`src/rtl/spm_offset_slew_ctrl.sv`:
```
// Slew-limited sequencer for the SPM scan offset vector (x0, y0, z0): ramps to a
// host target at a bounded per-tick step, waits a settle time, then reports done.
module spm_offset_slew_ctrl #(
  parameter int WIDTH       = 32,
  parameter int DECI_BITS   = 4,
  parameter int SETTLE_BITS = 16
) (
  input  logic                     a_clk,
  input  logic                     reset,
  input  logic                     cmd_valid,
  output logic                     cmd_ready,
  input  logic signed [WIDTH-1:0]  target_x,
  input  logic signed [WIDTH-1:0]  target_y,
  input  logic signed [WIDTH-1:0]  target_z,
  input  logic [WIDTH-1:0]         step_xy,
  input  logic [WIDTH-1:0]         step_z,
  input  logic [SETTLE_BITS-1:0]   settle_cyc,
  input  logic                     abort,
  output logic signed [WIDTH-1:0]  x0,
  output logic signed [WIDTH-1:0]  y0,
  output logic signed [WIDTH-1:0]  z0,
  output logic                     busy,
  output logic                     done,
  output logic                     aborted
);

  typedef enum logic [1:0] {S_IDLE, S_MOVE, S_SETTLE, S_DONE} state_t;

  state_t                   state_q, state_d;
  logic [DECI_BITS-1:0]     tick_cnt_q, tick_cnt_d;
  logic signed [WIDTH-1:0]  x0_q, x0_d, y0_q, y0_d, z0_q, z0_d;
  logic [SETTLE_BITS-1:0]   settle_cnt_q, settle_cnt_d;
  logic                     cmd_ready_q, cmd_ready_d;
  logic                     busy_q, busy_d;
  logic                     done_q, done_d;
  logic                     aborted_q, aborted_d;

  logic signed [WIDTH-1:0]  tgt_x_q, tgt_x_d, tgt_y_q, tgt_y_d, tgt_z_q, tgt_z_d;
  logic [WIDTH-1:0]         stp_xy_q, stp_xy_d, stp_z_q, stp_z_d;
  logic [SETTLE_BITS-1:0]   settle_q, settle_d;

  logic                     tick;
  logic signed [WIDTH-1:0]  nx_x, nx_y, nz_z;

  // Top bit of the step word is ignored so a step never reads as negative; zero means one.
  function automatic logic [WIDTH-1:0] norm_step(input logic [WIDTH-1:0] s);
    logic [WIDTH-1:0] m;
    m = {1'b0, s[WIDTH-2:0]};
    if (m == '0) m = {{(WIDTH-1){1'b0}}, 1'b1};
    return m;
  endfunction

  // Difference is taken one bit wider so the magnitude compare never overflows;
  // a partial step always lands strictly between cur and tgt, so it cannot wrap.
  function automatic logic signed [WIDTH-1:0] slew_axis(
    input logic signed [WIDTH-1:0] cur,
    input logic signed [WIDTH-1:0] tgt,
    input logic [WIDTH-1:0]        step
  );
    logic signed [WIDTH:0] d;
    logic [WIDTH:0]        du;
    logic [WIDTH:0]        mag;
    d   = {tgt[WIDTH-1], tgt} - {cur[WIDTH-1], cur};
    du  = $unsigned(d);
    mag = d[WIDTH] ? (~du + {{WIDTH{1'b0}}, 1'b1}) : du;
    if (mag <= {1'b0, step}) return tgt;
    else if (!d[WIDTH])      return cur + $signed(step);
    else                     return cur - $signed(step);
  endfunction

  assign tick = (tick_cnt_q == {DECI_BITS{1'b1}});
  assign nx_x = slew_axis(x0_q, tgt_x_q, stp_xy_q);
  assign nx_y = slew_axis(y0_q, tgt_y_q, stp_xy_q);
  assign nz_z = slew_axis(z0_q, tgt_z_q, stp_z_q);

  always_comb begin
    state_d      = state_q;
    tick_cnt_d   = tick_cnt_q + DECI_BITS'(1);
    x0_d         = x0_q;
    y0_d         = y0_q;
    z0_d         = z0_q;
    settle_cnt_d = settle_cnt_q;
    tgt_x_d      = tgt_x_q;
    tgt_y_d      = tgt_y_q;
    tgt_z_d      = tgt_z_q;
    stp_xy_d     = stp_xy_q;
    stp_z_d      = stp_z_q;
    settle_d     = settle_q;
    aborted_d    = 1'b0;

    case (state_q)
      S_IDLE: begin
        if (cmd_valid) begin
          tgt_x_d  = target_x;
          tgt_y_d  = target_y;
          tgt_z_d  = target_z;
          stp_xy_d = norm_step(step_xy);
          stp_z_d  = norm_step(step_z);
          settle_d = settle_cyc;
          state_d  = S_MOVE;
        end
      end
      S_MOVE: begin
        if (abort) begin
          aborted_d = 1'b1;
          state_d   = S_IDLE;
        end else if (tick) begin
          x0_d = nx_x;
          y0_d = nx_y;
          z0_d = nz_z;
          if ((nx_x == tgt_x_q) && (nx_y == tgt_y_q) && (nz_z == tgt_z_q)) begin
            settle_cnt_d = settle_q;
            state_d      = S_SETTLE;
          end
        end
      end
      S_SETTLE: begin
        if (abort) begin
          aborted_d = 1'b1;
          state_d   = S_IDLE;
        end else if (settle_cnt_q == '0) begin
          state_d = S_DONE;
        end else begin
          settle_cnt_d = settle_cnt_q - SETTLE_BITS'(1);
        end
      end
      default: state_d = S_IDLE;
    endcase

    cmd_ready_d = (state_d == S_IDLE);
    busy_d      = (state_d == S_MOVE) || (state_d == S_SETTLE);
    done_d      = (state_d == S_DONE);
  end

  always_ff @(posedge a_clk or posedge reset) begin
    if (reset) begin
      state_q      <= S_IDLE;
      tick_cnt_q   <= '0;
      x0_q         <= '0;
      y0_q         <= '0;
      z0_q         <= '0;
      settle_cnt_q <= '0;
      cmd_ready_q  <= 1'b1;
      busy_q       <= 1'b0;
      done_q       <= 1'b0;
      aborted_q    <= 1'b0;
    end else begin
      state_q      <= state_d;
      tick_cnt_q   <= tick_cnt_d;
      x0_q         <= x0_d;
      y0_q         <= y0_d;
      z0_q         <= z0_d;
      settle_cnt_q <= settle_cnt_d;
      cmd_ready_q  <= cmd_ready_d;
      busy_q       <= busy_d;
      done_q       <= done_d;
      aborted_q    <= aborted_d;
    end
  end

  // Command latches are only meaningful after an accepted command, so they carry no reset.
  always_ff @(posedge a_clk) begin
    tgt_x_q  <= tgt_x_d;
    tgt_y_q  <= tgt_y_d;
    tgt_z_q  <= tgt_z_d;
    stp_xy_q <= stp_xy_d;
    stp_z_q  <= stp_z_d;
    settle_q <= settle_d;
  end

  assign cmd_ready = cmd_ready_q;
  assign busy      = busy_q;
  assign done      = done_q;
  assign aborted   = aborted_q;
  assign x0        = x0_q;
  assign y0        = y0_q;
  assign z0        = z0_q;

endmodule
```
`config.mk`:
```
export PLATFORM = sky130hd
export DESIGN_NAME = spm_offset_slew_ctrl
export DESIGN_NICKNAME = d
export VERILOG_FILES = /design/src/rtl/spm_offset_slew_ctrl.sv
export SDC_FILE = /design/constraint.sdc
export NUM_CORES = 1
export LEC_CHECK = 0
export BUFFER_PORTS_ARGS = -buffer_cell sky130_fd_sc_hd__buf_2
export CAP_MARGIN = 20
export CORE_MARGIN = 8
export CORE_UTILIZATION = 35
export CTS_CLUSTER_DIAMETER = 40
export CTS_CLUSTER_SIZE = 24
export DETAILED_ROUTE_END_ITERATION = 8
export GPL_ROUTABILITY_DRIVEN = 0
export GPL_TIMING_DRIVEN = 0
export PLACE_DENSITY = 0.52
export SKIP_LAST_GASP = 1
export SLEW_MARGIN = 10
export SYNTH_ARGS = -nofsm -noshare
export SYNTH_HDL_FRONTEND = slang
export SYNTH_SLANG_ARGS = --single-unit
```
`constraint.sdc`:
```
create_clock -name a_clk -period 16.2 [get_ports a_clk]
set_input_delay 4.05 -clock a_clk [delete_from_list [all_inputs] [get_ports a_clk]]
set_output_delay 4.05 -clock a_clk [all_outputs]
set_load 0.01 [all_outputs]
```
* Word-level counts from Yosys, hierarchy flattened
Cells that the tools add are included.
** Storage, ports and cells
- Register bits :: 298
- Input port bits :: 180
- Output and inout port bits :: 100
- Logic and storage cells :: 90
** Operators by class
- $add $sub $neg :: 14
- Magnitude comparators :: 3
- Equal/unequal tests :: 14
- Mux-type cells :: 24
- Bitwise gates (word level) :: 4
- Reductions and logical operators :: 13
** Operator list (count)
- $mux 32 :: 6
- $add 33x1->33 const B :: 3
- $le 33x32->1 :: 3
- $mux 33 :: 3
- $not 33->33 :: 3
- $sub 32x32->33 :: 3
- $add 32x32->32 :: 3
- $eq 32x32->1 :: 3
- $sub 32x32->32 :: 3
- $mux 16 :: 5
- $logic_not 31->1 :: 2
- $pmux 16 s2 :: 1
- $logic_not 16->1 :: 1
- $sub 16x1->16 const B :: 1
- $mux 2 :: 6
- $ne 2x2->1 const B :: 5
- $eq 2x2->1 const B :: 3
- $pmux 2 s3 :: 1
- $reduce_and 6->1 :: 1
- $add 4x1->4 const B :: 1
- $eq 2x1->1 const B :: 2
- $eq 4x4->1 const B :: 1
- $logic_not 2->1 :: 2
- $reduce_and 3->1 :: 1
- 7 further kinds :: 9

* Longest topological paths before layout
- Depth in word-level cells :: 15
- Gate-level depth with buffers :: 33
- Depth with buffers taken out :: 32

* Worst setup path before layout
Ideal clock, no wire load.
- Kind :: input to register
- Start point :: input port cmd_valid
- End point :: register settle_q[0], enable pin
- Setup time :: 0.554 ns
- Arrival :: 8.008 ns
- Data required time :: 15.646 ns
- Path slack :: 7.637 ns
- Cell stages on the path :: 1
- Path buffers :: 0
- Cell sequence :: and2_1
** Between the ends
- Longest elaborated chain between the ends :: 1
** RTL lines
- from (decl) :: line 10 : input logic cmd_valid,
- $reduce_and 2->1 (no source line)
- to (signal assigned) :: line 168 : settle_q <= settle_d;
- to (decl) :: line 40 : logic [SETTLE_BITS-1:0] settle_q, settle_d;
No other way between the ends.
A chain may end at the register's enable or synchronous reset.

* Worst setup path in the final report
- Start point :: register tgt_y_q[0]
- End point :: register settle_cnt_q[13]
** Between the ends
- Longest elaborated chain between the ends :: 11
** RTL lines
- from (decl) :: line 38 : logic signed [WIDTH-1:0] tgt_x_q, tgt_x_d, tgt_y_q, tgt_y_d, tgt_z_q, tgt_z_d;
- from (signal assigned) :: line 164 : tgt_y_q <= tgt_y_d;
- $sub 32x32->33 :: line 63 : d = {tgt[WIDTH-1], tgt} - {cur[WIDTH-1], cur};
- $not 33->33 :: line 65 : mag = d[WIDTH] ? (~du + {{WIDTH{1'b0}}, 1'b1}) : du;
- $add 33x1->33 :: line 65
- $mux 33 :: line 65
- $le 33x32->1 :: line 66 : if (mag <= {1'b0, step}) return tgt;
- $mux 32 :: line 66
- $eq 32x32->1 * :: line 111 : if ((nx_x == tgt_x_q) && (nx_y == tgt_y_q) && (nz_z == tgt_z_q)) begin
- $logic_and 1x1->1 * (2 in a row) :: line 111
- $ne 2x2->1 (no source line) *
- $reduce_and 6->1 (no source line) *
- to (signal assigned) :: line 153 : settle_cnt_q <= settle_cnt_d;
- to (decl) :: line 32 : logic [SETTLE_BITS-1:0] settle_cnt_q, settle_cnt_d;
Mark *: on every way between the ends. The rest lies on a longest branch, timed or not.

==> flow_summary.json <==
{
  "outcome": "complete, no violations",
  "synth_edf_count": 174,
  "ys_ff_latch": 296,
  "cp.arrival_ns": 11.00,
  "mostFrequentLayoutCell": "nand2_1",
  "critical_path.max_fanout": 10,
  "dpl.hpwl_um": 101000,
  "cts-root-buf": "clkbuf_16",
  "skew_ns": 0.0293,
  "grt_first_pass_wirelength_um": 185000,
  "syn_nets": 4379,
  "clock.fmax_ghz": 0.0953,
  "wl_per_cell_um": 22.4,
  "max_slew_margin": 0.249,
  "r2r_start": "tgt_y_q[0]",
  "synth_cell_types": 92,
  "tightest_slew_ns": 1.13,
  "endpoint": "settle_cnt_q[13]",
  "route.detailed.drc": 0,
  "cp_data_required_time_ns": 16.71,
  "row_count": 110,
  "ios": 280,
  "hold_viol": 0,
  "numCtsBuffers": 71,
  "r2r-end": "settle_cnt_q[13]",
  "cp_num_buf_inv": 5,
  "crit_path_max_incr_delay_ns": 0.76,
  "fin_setup_tns_ns": 0,
  "final_nets": 4739,
  "timing.critical_path.to_type": "flop",
  "cts_tree": "done",
  "final_cell_mix": "354 x nand2_1, 295 x ha_1, 294 x buf_2",
  "cts_hold_buf": 0,
  "path_clk_slew_ns": 0.04,
  "path_depth": 29,
  "ctsResizeCount": 0,
  "post-route-period-util": 0.648,
  "areaGrowthSynthToFinish_pct": 17.6,
  "rsz0062_at_grt": "no",
  "critPathSlowestCell": "o31ai_1",
  "clk_latency_ns": 0.64,
  "setup_viol": 0,
  "drtPass1Iterations": 6,
  "drt_iter0_drc": 2549,
  "drt_wl_total_um": 123000,
  "whs_ns": 0.450,
  "synth_ff_type": "edfxtp_1",
  "period_needed_ns": 10.49,
  "grt-ovfl-total": 0,
  "die-area_um2": 101000,
  "drtAntennaViolNets": 0,
  "slew_viol_final": 0,
  "drive_gt1_frac": 0.112,
  "grt_pass1_vias": 29600,
  "numPortBuffers": 277,
  "clk_path_buf_depth": 3,
  "worst-r2r-cell-count": 29,
  "synthArstFlopShare": 0.412,
  "track_usage": 0.234,
  "vias": 30700,
  "antenna_found_initial": 2,
  "cts-htree-levels": 3,
  "cts_sinks": 296,
  "r2r_slack_ns": 5.71,
  "synth_area_um2": 31800,
  "crit_family": "compound AO/OA/AOI/OAI gates",
  "syn_inst": 3898,
  "die_y_um": 317,
  "synth_seq_area_share": 0.260,
  "initial_core_util": 0.353,
  "core_um2": 90000,
  "worstSetupPathType": "reg -> reg",
  "drv_cap": 0,
  "worstSetupStartpointType": "flop",
  "die_w_um": 317,
  "viasPerCell": 5.59,
  "grt_max_degree": 73,
  "avgSynthCellArea_um2": 8.16,
  "synth_warnings": 0,
  "hold_class": "reg -> reg",
  "cp-startpoint": "tgt_y_q[0]",
  "post_cts_buffers": 0
}
## cells in the mapped netlist, types with 109 or more instances
cell type,instances,area [um^2]
edfxtp_1,174,5230
xor2_1,112,981
a21o_1,109,818
dfrtp_1,121,3030
inv_1,235,882
xnor2_1,279,2440
a21oi_1,292,1460
o21ai_0,261,1310
nor2_1,285,1070
nand2_1,354,1330
clkbuf_1,196,736
ha_1,295,3690
## state kept, by name, indices dropped and copies added, names as in the netlist, 2 cells and up
name	cells
tgt_x_q	32
tgt_y_q	32
tgt_z_q	32
x0	32
y0	32
z0	32
stp_xy_q	31
stp_z_q	31
settle_cnt_q	16
settle_q	16
tick_cnt_q	4
state_q	2
## per-layer routing
metal | global-route usage | share of wire | routed length (um) | vias to the layer above
met5 | 0 | 0.000097 | 12 | -
met4 | 0.0699 | 0.031 | 3870 | 2
met3 | 0.0443 | 0.064 | 7880 | 173
met2 | 0.372 | 0.44 | 54500 | 977
met1 | 0.322 | 0.46 | 57000 | 14600
li1 | - | - | - | 15000
## how the worst min path moves through the flow
stage	cells past startpoint	start	slack (ns)	end
2_1_floorplan	1	tick_cnt_q[0]	0.42	tick_cnt_q[0]
6_report	1	tick_cnt_q[0]	0.45	tick_cnt_q[0]
5_1_grt	1	tick_cnt_q[0]	0.48	tick_cnt_q[0]
3_3_place_gp	1	tick_cnt_q[0]	0.44	tick_cnt_q[0]
3_5_place_dp	1	tick_cnt_q[0]	0.44	tick_cnt_q[0]
4_1_cts	1	tick_cnt_q[0]	0.45	tick_cnt_q[0]
## cell type report
cell class | instances | area [um^2]
buffer | 216 | 833
inverter | 236 | 893
timing repair buffer | 287 | 1570
fill | 9348 | 52600
clock inverter | 46 | 599
multi-input combinational | 3150 | 21800
sequential | 296 | 8280
antenna | 1 | 2.50
tap | 1176 | 1470
clock buffer | 86 | 1940
## stage by stage
stage               utilization  cells  setup slack [ns]  area, um^2
floorplan                     -   3898              7.64       31800
global placement          0.385   5351              4.94       34700
detailed placement        0.387   5359              5.82       34800
CTS                       0.415   5491              5.79       37400
global route              0.415   5494              5.19       37400
finish                    0.415   5494              5.71       37400
## worst register-to-register path: cells and delay by family (launching register included)
| family | cells | cell delay, ns |
|---|---|---|
| compound gates | 14 | 6.17 |
| buf+inv | 5 | 1.23 |
| simple gates | 6 | 1.17 |
| fa+ha+maj | 3 | 0.94 |
| flops | 1 | 0.45 |
| xor+xnor | 1 | 0.41 |
## logic make-up after synthesis
group	count (synthesis)	share of synthesized area
xor gates and xnor gates	400	0.114
AOI/OAI and AO/OA	1144	0.233
adders and majority gates	301	0.120
and+or+nand+nor	1200	0.185
DFF	296	0.260
buffers and inverters	452	0.0541
muxes	105	0.0335
Power is left out: the tool's default activity adds up to more than one toggle a clock period on the data nets, which glitch-free logic cannot reach.
